`config.mk`:
```
export PLATFORM = sky130hd
export DESIGN_NAME = panda_imem_loader
export DESIGN_NICKNAME = d
export VERILOG_FILES = /design/src/rtl/panda_pkg.sv /design/src/rtl/panda_imem_loader.sv
export SDC_FILE = /design/constraint.sdc
export NUM_CORES = 1
export LEC_CHECK = 0
export ABC_AREA = 0
export CAP_MARGIN = 20
export CORE_MARGIN = 3
export CORE_UTILIZATION = 37
export DETAILED_ROUTE_END_ITERATION = 10
export PLACE_DENSITY = 0.59
export SLEW_MARGIN = 5
export SYNTH_ARGS = -nofsm -noshare
export SYNTH_HDL_FRONTEND = slang
export SYNTH_SLANG_ARGS = --single-unit
```
`constraint.sdc`:
```
create_clock -name clk_i -period 2.42 [get_ports clk_i]
set_clock_uncertainty 0.2 [all_clocks]
set_input_delay 0.484 -clock clk_i [delete_from_list [all_inputs] [get_ports clk_i]]
set_output_delay 0.484 -clock clk_i [all_outputs]
set_load 0.03 [all_outputs]
```
`src/rtl/panda_pkg.sv`:
```
// Shared types for the panda core slice: FSM state encoding of the boot-time
// instruction-memory loader.
package panda_pkg;

    typedef enum logic [2:0] {
        LOADER_IDLE,
        LOADER_LEN0,
        LOADER_LEN1,
        LOADER_DATA,
        LOADER_CSUM,
        LOADER_DONE,
        LOADER_ERROR
    } loader_state_e;

endpackage

```
`src/rtl/panda_imem_loader.sv`:
```
// Boot loader: byte stream (16-bit LE count, then LE words) into instruction RAM from word 0, core held in reset until done.
// Write lands 1 cycle after the 4th byte handshake; ready depends on state only. Optional LOADER_CHECKSUM_EN adds an XOR check byte.
module panda_imem_loader
    import panda_pkg::*;
#(
    parameter int unsigned InstrMemDepth = 32,
    localparam int unsigned AddrWidth    = $clog2(InstrMemDepth)
) (
    input  logic                 clk_i,
    input  logic                 rst_ni,
    input  logic                 start_i,
    input  logic                 byte_valid_i,
    output logic                 byte_ready_o,
    input  logic [7:0]           byte_data_i,
    output logic                 mem_ce_o,
    output logic [3:0]           mem_we_o,
    output logic [AddrWidth-1:0] mem_addr_o,
    output logic [31:0]          mem_data_o,
    output logic                 busy_o,
    output logic                 done_o,
    output logic                 error_o,
    output logic                 core_rst_no
);

    loader_state_e          r_state;
    loader_state_e          w_state_d;
    loader_state_e          w_fin_state;
    logic [7:0]             r_len_lo;
    logic [15:0]            r_len;
    logic [AddrWidth-1:0]   r_widx;
    logic [1:0]             r_bcnt;
    logic [23:0]            r_asm;
    logic [3:0]             r_we;
    logic [AddrWidth-1:0]   r_addr;
    logic [31:0]            r_data;
    logic                   r_core_rst_n;
`ifdef LOADER_CHECKSUM_EN
    logic [7:0]             r_xor;
`endif

    logic        w_hs;
    logic        w_start_ok;
    logic        w_last_word;
    logic [15:0] w_len;

    assign byte_ready_o = (r_state == LOADER_LEN0) || (r_state == LOADER_LEN1) ||
                          (r_state == LOADER_DATA) || (r_state == LOADER_CSUM);
    assign w_hs         = byte_valid_i && byte_ready_o;
    assign w_start_ok   = start_i && ((r_state == LOADER_IDLE) || (r_state == LOADER_DONE) ||
                                      (r_state == LOADER_ERROR));
    assign w_len        = {byte_data_i, r_len_lo};
    assign w_last_word  = (16'(r_widx) == (r_len - 16'd1));

`ifdef LOADER_CHECKSUM_EN
    assign w_fin_state  = LOADER_CSUM;
`else
    assign w_fin_state  = LOADER_DONE;
`endif

    always_comb begin
        w_state_d = r_state;
        case (r_state)
            LOADER_IDLE, LOADER_DONE, LOADER_ERROR: begin
                if (start_i) w_state_d = LOADER_LEN0;
            end
            LOADER_LEN0: begin
                if (w_hs) w_state_d = LOADER_LEN1;
            end
            LOADER_LEN1: begin
                if (w_hs) begin
                    if ({1'b0, w_len} > 17'(InstrMemDepth)) w_state_d = LOADER_ERROR;
                    else if (w_len == 16'd0)                 w_state_d = w_fin_state;
                    else                                     w_state_d = LOADER_DATA;
                end
            end
            LOADER_DATA: begin
                if (w_hs && (r_bcnt == 2'd3) && w_last_word) w_state_d = w_fin_state;
            end
`ifdef LOADER_CHECKSUM_EN
            LOADER_CSUM: begin
                if (w_hs) w_state_d = (byte_data_i == r_xor) ? LOADER_DONE : LOADER_ERROR;
            end
`endif
            default: w_state_d = LOADER_IDLE;
        endcase
    end

    always_ff @(posedge clk_i or negedge rst_ni) begin
        if (!rst_ni) begin
            r_state      <= LOADER_IDLE;
            r_len_lo     <= '0;
            r_len        <= '0;
            r_widx       <= '0;
            r_bcnt       <= '0;
            r_asm        <= '0;
            r_we         <= '0;
            r_addr       <= '0;
            r_data       <= '0;
            r_core_rst_n <= 1'b0;
`ifdef LOADER_CHECKSUM_EN
            r_xor        <= '0;
`endif
        end else begin
            r_state      <= w_state_d;
            r_we         <= 4'h0;
            // Rises the cycle after DONE is entered, so never alongside the last write.
            r_core_rst_n <= (r_state == LOADER_DONE) && (w_state_d == LOADER_DONE);
            if (w_start_ok) begin
                r_widx <= '0;
                r_bcnt <= '0;
`ifdef LOADER_CHECKSUM_EN
                r_xor  <= '0;
`endif
            end
            if (w_hs && (r_state == LOADER_LEN0)) r_len_lo <= byte_data_i;
            if (w_hs && (r_state == LOADER_LEN1)) r_len    <= w_len;
            if (w_hs && (r_state == LOADER_DATA)) begin
                r_asm  <= {byte_data_i, r_asm[23:8]};
                r_bcnt <= r_bcnt + 2'd1;
`ifdef LOADER_CHECKSUM_EN
                r_xor  <= r_xor ^ byte_data_i;
`endif
                if (r_bcnt == 2'd3) begin
                    r_we   <= 4'hF;
                    r_data <= {byte_data_i, r_asm};
                    r_addr <= r_widx;
                    r_widx <= r_widx + 1'b1;
                end
            end
        end
    end

    assign mem_we_o    = r_we;
    assign mem_ce_o    = |r_we;
    assign mem_addr_o  = r_addr;
    assign mem_data_o  = r_data;
    assign busy_o      = byte_ready_o;
    assign done_o      = (r_state == LOADER_DONE);
    assign error_o     = (r_state == LOADER_ERROR);
    assign core_rst_no = r_core_rst_n;

endmodule

```
Word-level counts from Yosys, hierarchy flattened
Cells that the tools add are included.

Bits in latches: 0. Output and inout bits: 47. ROM bits: 0. Register bits: 100. Input port bits: 12. Memories kept: 0. Logic and storage cells: 56. Bits in writable memories: 0.

Order comparisons: 1. $mul: 0. Bitwise logic cells: 0. Add/sub/neg operators: 3. Reduce and logical (&&, ||, !) cells: 19. Equality and inequality tests: 9. Shifts and indexed selects: 0. Divide/modulo/power cells: 0. Multiplexer cells: 14.

Operators with widths (number): 3-bit 2-to-1 mux (6); 5-bit by 16-bit equality test with 1-bit output (1); 16-bit by 6-bit greater-than comparator with 1-bit output, second input constant (1); 16-bit zero test (1); 16-bit by 1-bit subtractor with 16-bit output, second input constant (1); 5-bit 2-to-1 mux (3); 3-bit equality test, second input constant (4); 3-bit one-hot mux with 4 select lines (1); 1-bit logical AND (8); 4-bit 2-to-1 mux (2); 3-bit by 2-bit equality test with 1-bit output, second input constant (2); 5-bit by 1-bit adder with 5-bit output, second input constant (1); 1-bit logical OR (5); 2-bit 2-to-1 mux (2); 4-bit OR reduction (1); 3-bit by 1-bit equality test with 1-bit output, second input constant (1); 3-bit zero test (1); 3-bit OR reduction (1); 2-bit by 1-bit adder with 2-bit output, second input constant (1); 2-bit equality test, second input constant (1); 2-bit AND reduction (1); 2-bit nonzero test (1).

Logic depth before layout (Yosys ltp)
Gate-level depths: netlist (run 1).

Word-level depth: 11. Mapped depth: 8. Mapped depth without buffers: 8.

Worst setup path after synthesis (run 1)
No wires, ideal clock.

Path type: reg2reg. Start point: register r_state[2]. End point: register r_state[2]. Arrival time: 2021 ps. Setup time: 67 ps. Cell stages (with the launch flop): 7. Slack: 132 ps. Path through: dfrtp_1 > buf_2 > xnor2_1 > and4b_1 > nand4_1 > a2111oi_2 > a41o_1.

Longest elaborated chain between the ends: 9. Elaborated cells on any way between the ends: 19. Those cells by class: eq/ne: 6; mux: 5; reduce/logical: 8.

RTL lines: start: declaration (RTL line panda_imem_loader.sv:25) `loader_state_e r_state;`; start signal: assignment (RTL line panda_imem_loader.sv:104) `r_state <= w_state_d;`; 3-bit by 1-bit equality test with 1-bit output / 3-bit by 2-bit equality test with 1-bit output (equally long branches) (RTL line panda_imem_loader.sv:46) `assign byte_ready_o = (r_state == LOADER_LEN0) || (r_state == LOADER_LEN1) ||`; 1-bit logical OR (2 in series) (RTL line panda_imem_loader.sv:46); 1-bit logical OR * (RTL line panda_imem_loader.sv:47) `(r_state == LOADER_DATA) || (r_state == LOADER_CSUM);`; net busy_o (RTL line panda_imem_loader.sv:19) `output logic busy_o,`; 1-bit logical AND * (RTL line panda_imem_loader.sv:48) `assign w_hs = byte_valid_i && byte_ready_o;`; 1-bit logical AND (2 in series) (RTL line panda_imem_loader.sv:77) `if (w_hs && (r_bcnt == 2'd3) && w_last_word) w_state_d = w_fin_state;`; 3-bit 2-to-1 mux (RTL line panda_imem_loader.sv:77); 3-bit one-hot mux with 4 select lines * (RTL line panda_imem_loader.sv:62) `case (r_state)`; net w_state_d[2] (RTL line panda_imem_loader.sv:26) `loader_state_e w_state_d;`.

Mark *: on every way through the listed nets, which the timed path passes. The rest lies on a longest branch. A chain may end at the register's enable or synchronous reset.

Worst setup path after layout (run 1)
Start point: register r_len[0]. End point: register r_state[2].

Longest elaborated chain between the ends: 5.

RTL lines: start: declaration (RTL line panda_imem_loader.sv:29) `logic [15:0] r_len;`; start signal: assignment (RTL line panda_imem_loader.sv:116) `if (w_hs && (r_state == LOADER_LEN1)) r_len <= w_len;`; 16-bit by 1-bit subtractor with 16-bit output (RTL line panda_imem_loader.sv:52) `assign w_last_word = (16'(r_widx) == (r_len - 16'd1));`; 5-bit by 16-bit equality test with 1-bit output (RTL line panda_imem_loader.sv:52); 1-bit logical AND (RTL line panda_imem_loader.sv:77); 3-bit 2-to-1 mux (RTL line panda_imem_loader.sv:77); 3-bit one-hot mux with 4 select lines (RTL line panda_imem_loader.sv:62); net w_state_d[2] (RTL line panda_imem_loader.sv:26).

The timed path passes the listed nets, and every way through them passes these cells.

==> results of run 1 <==
==> power groups by stage <==
| stage | sequential (mW) | clock [mW] | combinational, mW |
|---|---|---|---|
| 2_1_floorplan | 2.64 | 0 | 1.25 |
| 6_report | 2.61 | 1.30 | 2.11 |
| 3_3_place_gp | 2.60 | 0 | 1.94 |
| 3_5_place_dp | 2.62 | 0 | 1.98 |
| 4_1_cts | 2.59 | 1.34 | 1.99 |
| 5_1_grt | 2.69 | 1.40 | 2.30 |
==> cells in the mapped netlist (all sizes together) (2+ instances only) <==
| library cell | number | area share |
|---|---|---|
| dfrtp | 97 | 0.58 |
| mux2 | 82 | 0.22 |
| o21ai | 17 | 0.020 |
| buf | 14 | 0.020 |
| nand2 | 12 | 0.011 |
| nor2 | 12 | 0.011 |
| nand3 | 8 | 0.0096 |
| xnor2 | 7 | 0.015 |
| inv | 6 | 0.0054 |
| nand4 | 6 | 0.0090 |
| nor4 | 6 | 0.0090 |
| xor2 | 6 | 0.013 |
| clkbuf | 5 | 0.0045 |
| nor3 | 5 | 0.0072 |
| and2 | 4 | 0.0060 |
| ha | 3 | 0.0090 |
| nor2b | 3 | 0.0045 |
| and3 | 2 | 0.0030 |
| o211ai | 2 | 0.0036 |
| o31ai | 2 | 0.0036 |
| or4 | 2 | 0.0036 |
==> metrics by stage <==
stage	utilization	total power, mW	setup WS (ns)	TNS (ns)	area, µm²
3_5_place_dp	0.464	4.60	-0.102	-2.40	5080
3_3_place_gp	0.464	4.55	-0.111	-0.993	5080
2_1_floorplan	-	3.88	0.132	0	4190
6_report	0.500	6.02	0.0495	0	5460
4_1_cts	0.491	5.92	0.0222	0	5370
5_1_grt	0.500	6.39	-0.00151	-0.00151	5460
==> sequential cells by signal, indices dropped and copies added, names as in the netlist <==
name	count
mem_data_o	32
r_asm	24
r_len	16
r_len_lo	8
mem_addr_o	5
r_widx	5
r_state	3
r_bcnt	2
core_rst_no	1
mem_we_o	1
==> routing by layer <==
| layer | track usage | up-vias | part of all wire |
|---|---|---|---|
| li1 | - | 1301 | - |
| met1 | 0.197 | 1380 | 0.47 |
| met2 | 0.226 | 49 | 0.48 |
| met3 | 0.0280 | 9 | 0.034 |
| met4 | 0.0505 | 0 | 0.014 |
| met5 | 0 | - | 0 |
==> area by class of cell <==
cell class	count	area, µm²
timing repair buffer	92	872
fill	1013	5470
clock buffer	11	233
multi-input combinational	194	1690
tap	140	175
clock inverter	5	38.8
sequential	97	2430
inverter	6	22.5
==> logic make-up (layout without fill, tap and decap cells) <==
logic type	count (synthesis)	count (layout)
xor+xnor	13	13
fa+ha+maj	3	3
flops	97	97
mux	83	83
buf+inv	25	114
simple gates	65	65
compound gates	30	30
==> worst max path at each step <==
stage / cells after the start / start / to
detailed placement: 8 / byte_valid_i / r_state[2]
CTS: 9 / r_len[0] / r_state[2]
global placement: 8 / byte_valid_i / r_state[2]
finish: 7 / r_len[0] / r_state[2]
floorplan: 6 / r_state[2] / r_state[2]
global route: 3 / r_state[1] / busy_o
==> timing repair <==
| action | CTS | global route |
|---|---|---|
| gates resized for setup | 4 | 13 |
| buffers inserted | 2 | 5 |
| endpoints found under the hold margin | 5 | 0 |
| pin swaps | 0 | 8 |
| hold buffers | 1 | 0 |
| endpoints found under the setup margin | 5 | 3 |
==> layout by cell type (no fill, tap or decap), types with 2 or more instances in the layout <==
| cell type | count |
|---|---|
| sky130_fd_sc_hd__dfrtp_1 | 97 |
| sky130_fd_sc_hd__mux2_2 | 82 |
| sky130_fd_sc_hd__clkdlybuf4s50_1 | 53 |
| sky130_fd_sc_hd__buf_4 | 30 |
| sky130_fd_sc_hd__o21ai_0 | 15 |
| sky130_fd_sc_hd__nand2_1 | 12 |
| sky130_fd_sc_hd__nor2_1 | 11 |
| sky130_fd_sc_hd__clkbuf_16 | 9 |
| sky130_fd_sc_hd__nand3_1 | 8 |
| sky130_fd_sc_hd__nand4_1 | 6 |
| sky130_fd_sc_hd__xor2_1 | 6 |
| sky130_fd_sc_hd__xnor2_1 | 6 |
| sky130_fd_sc_hd__and2_1 | 4 |
| sky130_fd_sc_hd__inv_1 | 4 |
| sky130_fd_sc_hd__nor4_1 | 4 |
| sky130_fd_sc_hd__dlygate4sd2_1 | 4 |
| sky130_fd_sc_hd__nor2b_1 | 3 |
| sky130_fd_sc_hd__nor3_1 | 3 |
| sky130_fd_sc_hd__buf_12 | 3 |
| sky130_fd_sc_hd__nor4_2 | 2 |
| sky130_fd_sc_hd__o21ai_1 | 2 |
| sky130_fd_sc_hd__and3_1 | 2 |
| sky130_fd_sc_hd__o31ai_1 | 2 |
| sky130_fd_sc_hd__o211ai_1 | 2 |
| sky130_fd_sc_hd__inv_2 | 2 |
| sky130_fd_sc_hd__ha_1 | 2 |
| sky130_fd_sc_hd__clkbuf_1 | 2 |
| sky130_fd_sc_hd__inv_6 | 2 |
==> worst register-to-register path, cell delays in order (launching register included) <==
cell,delay (ns)
sky130_fd_sc_hd__dfrtp_1,0.42
sky130_fd_sc_hd__buf_6,0.14
sky130_fd_sc_hd__or4_4,0.54
sky130_fd_sc_hd__o22ai_2,0.16
sky130_fd_sc_hd__nand4_1,0.12
sky130_fd_sc_hd__a2111oi_2,0.38
sky130_fd_sc_hd__buf_4,0.19
sky130_fd_sc_hd__a41o_1,0.17
==> results, run 1 <==
- The final cell count without fillers is 545.
- The worst path buffer plus inverter count is 2.
- For this run, the top clock speed supported by timing is 0.422 GHz.
- The later pin in the worst-skew pair is clocked with a latency of 0.33 ns.
- In this run the critical register-to-register path is launched from r_len[0].
- The worst register-to-register path has a depth of 7.
- The path type of the worst min-delay path is input pin to async pin.
- The number of buffer cells added on primary ports is 58.
- The mean cell area of the mapped netlist is 13.3 µm².
- The flow ran to the end, and the final reports show no timing, DRC or antenna violations.
- Summed over all cells, the static leakage comes to 2.41 nW.
- IR analysis of the VDD net gives a maximum drop of 0.531 mV.
- Entering global routing, the biggest net connects 64 pins.
- Data arrives at the worst endpoint at 2.44 ns.
- The pin slew with the least headroom to its limit is 0.529 ns.
- Across the run, the number of max-cap violations was 0.
- The global-route usage over all layers is 0.143.
- The first-pass GRT wire length is 14300 µm.
- The number of pins with negative max-slew slack in the final report is 0.
- In this run the core area contains 38 standard-cell rows.
- The required time of the critical path is 2.49 ns.
- The count of final hold-check violations is 0.
- Setup violations remaining at the end of the flow were counted as 0.
- The shortest period the worst path allows is 2.37 ns.
- The die is 112 µm tall.
- The congestion estimate from routability-driven global placement came to 0.828.
- The total power per unit cell area is 1100 mW/mm².
- The total via count after detailed routing is 2739.
- The via count of the first global-routing pass is 2703.
- The proportion of power drawn by the clock network is 0.216.
- Measured against the total synthesized area, the mux share comes to 0.223.
- For this design the top-level I/O count stands at 59.
- The number of nets with antenna violations after routing is 0.
- The area of the mapped netlist is 0.00419 mm².
- The average wire per cell in the routed design is 16.0 µm.
- The post-synthesis compound-gate area fraction is 0.0454.
- The first-pass iteration count of the detailed router is 4.
- Of the total synthesized cell area, the portion taken by XOR and XNOR cells is 0.0272.
- The worst-case register-to-register setup slack is 0.05 ns.
- The signal on the critical path passes through buf_6, or4_4, o22ai_2, nand4_1, a2111oi_2, buf_4, a41o_1.
- The clock-pin slew on the worst setup and hold paths is 0.07 ns.
- In this run the deepest clock path goes through 2 buffers.
- For this design the total switching power over the nets is 2.03 mW.
- The capturing element type of the critical path is a register.
- TritonCTS created 9 clock buffers.
- The adder and majority gate portion of the synthesized area is 0.00896.
- The floorplan step defined a die boundary enclosing 0.0126 mm².
- The post-synthesis to final-layout area growth is 30.4%.
- Once placement completed, the tool counted placed cells totaling 521.
- Dividing the final minimum period by the clock period gives 0.980.
- For this run, the leading register cell type out of synthesis is sky130_fd_sc_hd__dfrtp_1.
- On the critical path the largest part of the delay comes from compound AO/OA/AOI/OAI gates.
- The clock tree from TritonCTS is built.
- Final hold analysis gives a worst-case slack of 0.304 ns.
- In the routed design, unresolved DRC markers number 0.
- The H-tree was split into 3 levels.
- The type of origin of the critical path is a register.
- The async set-or-reset flop fraction in the synthesized netlist is 1.00.
- The worst reg2reg path endpoint is r_state[2].
- The core box area is 0.0109 mm².
- The gate count after technology mapping is 316.
- Of the total power, the share spent switching nets is 0.338.
- On the worst path, the slowest cell contributes a delay of 0.54 ns.
- The x dimension of the die is 112 µm.
- Of the total power, combinational logic draws 0.350.
- Among all stages on the critical path, the largest delay is contributed by sky130_fd_sc_hd__or4_4.
- Setup repair after global routing could not meet its margin everywhere.
- The root buffer cell is sky130_fd_sc_hd__clkbuf_16.
- The count of routing violations after the opening detailed-route iteration is 90.
- The headroom to the max-slew limit is 0.647.
- The post-DP HPWL is 6140 µm.
- The post-synth net total is 331.
- Along the worst path, the maximum fanout reaches 3.
- The internal power component is 3.98 mW.
- The share of total power dissipated in sequential elements is 0.434.
- The sink count of the clock tree is 97.
- The number of synthesized flops with an enable pin is 0.
- The number of library cell types mapped by synthesis is 40.
- The kind of critical path is register to register.
- The number of antenna violations at the first check in global routing is 0.
- In this run, synthesis produced a sequential element count of 97.
- The total overflow left after global routing is 0.
- The warning count from the yosys run is 0.
- In the final layout, the share of cells above drive strength 1 is 0.356.
- The share of the Yosys chip area taken by registers is 0.579.
- By area, the combinational part of the netlist is dominated by multiplexers.
- The aggregate routed wire length is 8730 µm.
- 0 antenna diodes ended up in the layout.
- The via density per instance is 5.03.
- The initial utilization of the core area, before any placement, comes to 0.383.
- The net count of the finished layout is 415.
- The area fraction in and, or, nand and nor cells after synthesis is 0.0860.
Power figures use the tool's default switching activity.
==> inputs of run 2 (changes only) <==
--- a/config.mk
+++ b/config.mk
@@ -9,6 +9,7 @@
 export CAP_MARGIN = 20
 export CORE_MARGIN = 3
 export CORE_UTILIZATION = 37
+export CTS_CLUSTER_DIAMETER = 40
 export DETAILED_ROUTE_END_ITERATION = 10
 export PLACE_DENSITY = 0.59
 export SLEW_MARGIN = 5
==> results of run 2 <==
The final DEF is identical to that of run 1; final timing and power are the same.
==> variant 1: new RTL, flow settings as in run 1 <==
`InstrMemDepth`: 32 -> 64.
--- a/src/rtl/panda_imem_loader.sv
+++ b/src/rtl/panda_imem_loader.sv
@@ -3,7 +3,7 @@
 module panda_imem_loader
     import panda_pkg::*;
 #(
-    parameter int unsigned InstrMemDepth = 32,
+    parameter int unsigned InstrMemDepth = 64,
     localparam int unsigned AddrWidth    = $clog2(InstrMemDepth)
 ) (
     input  logic                 clk_i,
Ports: changed (resized mem_addr_o); port bits go from 59 to 60. No check against the original RTL was run, so the function may have changed too.
==> variant 1 against run 1 <==
Global-route usage is 0.77 points higher. Final area rose by 0.11%. Sequential cell count is 2 higher. Area after synthesis is 2.6% higher. Total power down 9.5%. Wire length rose by 1.4%. Register-to-register slack improved by 0.13 ns. Worst setup slack improved by 0.0064 ns. Critical endpoint unchanged. Highest routed layer unchanged.
==> variant 1: results <==
[yosys]
ys_seq_area_frac = 0.577
synth_compound_area_frac = 0.0521
synth_mux_area_frac = 0.157
syn_nets = 389
synthAdderAreaFrac = 0.00874
synth_commonest_cells = "dfrtp_1 (99), nand2_1 (84), mux2_1 (59), nor2_1 (17), clkbuf_1 (8)"
synth_area_per_cell_um2 = 11.5
synth_area_leaders = "dfrtp_1 (58%), mux2_1 (15%), nand2_1 (7.3%), nor2_1 (1.5%), xor2_1 (1.2%)"
synth-xor-area-share = 0.0224

[grt]
grt_max_degree = 60
grt.total_usage = 0.150
use_met1 = 0.208
grt_pass1_wl_mm = 15.3
use_met3 = 0.0286

[placement]
hpwl_mm = 6.36
gp_congestion = 0.814
pre_cts_ws_ns = -0.339
port_buffers = 59
dpl_cell_area_um2 = 5190

[power]
ir_drop_uv = 427
p_leak_nw = 2.61

[finish]
syn_to_final_growth_pct = 27.3
fin_cells = 593
final_nets = 463
n_fill_cell = 1007
final_layout_size_suffix_gt1_frac = 0.106

[routing]
vias = 2974
totalWireLength_mm = 8.85
met1Wirelength_mm = 4.28
drt-initial-drc-count = 104
met2_length_mm = 4.10
wl_met3_um = 300

[run_status]
status = "completed"

[clock_tree]
cts_setup_buffers = 0

[min_path]
min-delay-path-class = "reg -> reg"

[sta]
worstMarginPinSlew_ns = 0.504

[worst_setup_path]
slowest_stage = "or4_1"
cp_max_fo = 2
cp_top_family = "simple AND/OR/NAND/NOR gates"
-- variant 1: cell types whose count changed after synthesis, sizes merged, moves of 3 or more --
cell and change:
nor2 +5, o21ai -8, clkbuf +3, mux2 -23
nand2 +72, or3 +5, nor4 -4, nand2b +3
nor2b -3
-- variant 1: cell type report --
class                   count  share of cell area
inverters                   6             0.00412
clock buffers              12              0.0451
well taps                 140              0.0320
repair buffers             85               0.151
multi-input cells         247               0.309
clock inverters             4             0.00618
flip-flops and latches     99               0.453
-- variant 1: worst paths after layout --
kind	from	end	slack, ns	cells after the start
setup / recovery	byte_data_i[3]	r_state[2]	0.06	7
hold / removal	r_asm[2]	r_asm[2]	0.28	2
setup reg to reg	r_len[0]	r_state[1]	0.18	5
hold reg to reg	r_asm[2]	r_asm[2]	0.28	2
max in group asynchronous	rst_ni	mem_data_o[16]	1.06	3
min in group asynchronous	rst_ni	mem_we_o[2]	0.38	2
-- variant 1: cells by family after synthesis --
family                   Yosys count
multiplexers                      60
adder cells (fa/ha/maj)            3
flip-flops                        99
XOR/XNOR                          11
AND/OR/NAND/NOR                  142
buffers and inverters             28
AO/OA/AOI/OAI                     31
-- variant 1: power by group --
part	switching, W	leakage (nW)	internal, W
registers	0.000394	1.31	0.00210
clock network	0.000621	0.134	0.000736
logic	0.000862	1.16	0.000730
total	0.00188	2.61	0.00357
-- variant 1: repair_timing --
action,in CTS,in global routing
hold endpoints to repair,16,0
pin swaps,0,0
hold buffers,1,0
cloned,0,0
setup endpoints to repair,4,2
resized for setup,4,4
-- variant 1: metrics by stage --
stage / power, W / setup TNS [ns]
final: 0.00545 / 0
after global placement: 0.00412 / -0.491
after CTS: 0.00552 / 0
after floorplan: 0.00356 / 0
after global routing: 0.00583 / 0
after detailed placement: 0.00416 / -1.08
==> variant 2: new RTL, flow settings as in run 1 <==
Made on the original files. Reset style: synchronous (`rst_ni`), changed in one clocked block.
--- a/src/rtl/panda_imem_loader.sv
+++ b/src/rtl/panda_imem_loader.sv
@@ -85,7 +85,7 @@
         endcase
     end
 
-    always_ff @(posedge clk_i or negedge rst_ni) begin
+    always_ff @(posedge clk_i) begin
         if (!rst_ni) begin
             r_state      <= LOADER_IDLE;
             r_len_lo     <= '0;
Behaviour: differs if rst_ni is asserted again (counterexample within 4 cycles, from zero or initial values and one cycle with rst_ni low); with rst_ni held inactive, the same outputs for 10 cycles.
==> variant 2 against run 1 <==
Sequential cell count did not move. Via count rose by 32%. Area after synthesis rose by 0.60%. Die area rose by 0.56%. Register-to-register slack improved by 0.12 ns. Wire length rose by 16%. Worst setup slack improved by 0.034 ns. Final area fell by 2.7%. Synthesized cell count rose by 65%. Sequential share of layout area fell by 7.9 points. Hold slack got worse by 0.053 ns.
Power is not compared: it rests on default switching activity, and its combinational part moved more than twofold at a synthesized area within 25%.
==> variant 2: results <==
[run_status]
status = "completed"

[worst_setup_path]
worstPathArrival_ns = 1.65
slowest_stage = "or3_1"
cp_max_fo = 9
slowest_delay_ns = 0.41

[min_path]
min-delay-path-class = "reg -> reg"

[placement]
pre_cts_ws_ns = -0.112
hpwl_mm = 7.22
gp_congestion = 0.855

[yosys]
synth.distinct_cells = 45
synth_commonest_cells = "nand2_1 (186), dfxtp_1 (97), a21boi_0 (85), clkbuf_1 (21), nor2_1 (15)"
synth_area_leaders = "dfxtp_1 (46%), nand2_1 (17%), a21boi_0 (15%), clkbuf_1 (1.9%), nor2_1 (1.3%)"
async_flop_share = 0
syn_nets = 535
ys_seq_area_frac = 0.461

[finish]
final_layout_size_suffix_gt1_frac = 0.0890
final_nets = 595

[grt]
grt.total_usage = 0.166
grt_max_degree = 62
grt_pass1_vias = 3432
grt_pass1_wl_mm = 17.2

[routing]
vias_per_cell = 4.98
drt-initial-drc-count = 220
totalWireLength_mm = 10.2

[clock_tree]
cts_setup_buffers = 0
-- variant 2: report_power, final --
group	internal [W]	switching, W	total [W]
logic	0.000128	0.000152	0.000279
clock network	0.000695	0.000586	0.00128
registers	0.00162	0.0000257	0.00164
-- variant 2: timing repair --
action	4_1_cts	5_1_grt
setup endpoints to repair	4	4
gates cloned	0	0
resized for setup	4	1
-- variant 2: layout make-up --
type                       count  area share
multi-input combinational    380       0.388
sequential                    97       0.365
timing repair buffer          88       0.162
clock buffer                  11      0.0438
tap                          140      0.0330
clock inverter                 4     0.00589
inverter                       4     0.00283
-- variant 2: critical path, delay by kind of cell (launching register included) --
family,cells,cell delay [ns]
buffers and inverters,1,0.35
flip-flops,1,0.38
AND/OR/NAND/NOR,2,0.59
-- variant 2: worst paths after layout --
check / start / endpoint / slack (ns) / depth (start not counted)
setup / recovery: r_state[0] / byte_ready_o / 0.08 / 3
hold / removal: r_asm[7] / mem_data_o[7] / 0.25 / 2
setup reg to reg: r_len[8] / r_state[1] / 0.17 / 7
hold reg to reg: r_asm[7] / mem_data_o[7] / 0.25 / 2
-- variant 2: cell families after synthesis --
logic type      synth area share
compound gates             0.205
flops                      0.461
xor+xnor                  0.0125
simple gates               0.261
fa+ha+maj                0.00891
buf+inv                   0.0520
-- variant 2: per-layer routing --
layer  vias to the layer above  part of all wire  global-route usage
met5                         -                 0                   0
met4                         0             0.015              0.0529
met3                        12             0.044              0.0305
met2                        83              0.43               0.245
met1                      1664              0.51               0.244
li1                       1849                 -                   -
-- variant 2: metrics by stage --
stage               cell area (µm²)  instances
detailed placement             5050        709
global route                   5310        724
CTS                            5310        724
floorplan                      4210        520
finish                         5310        724
global placement               5050        709
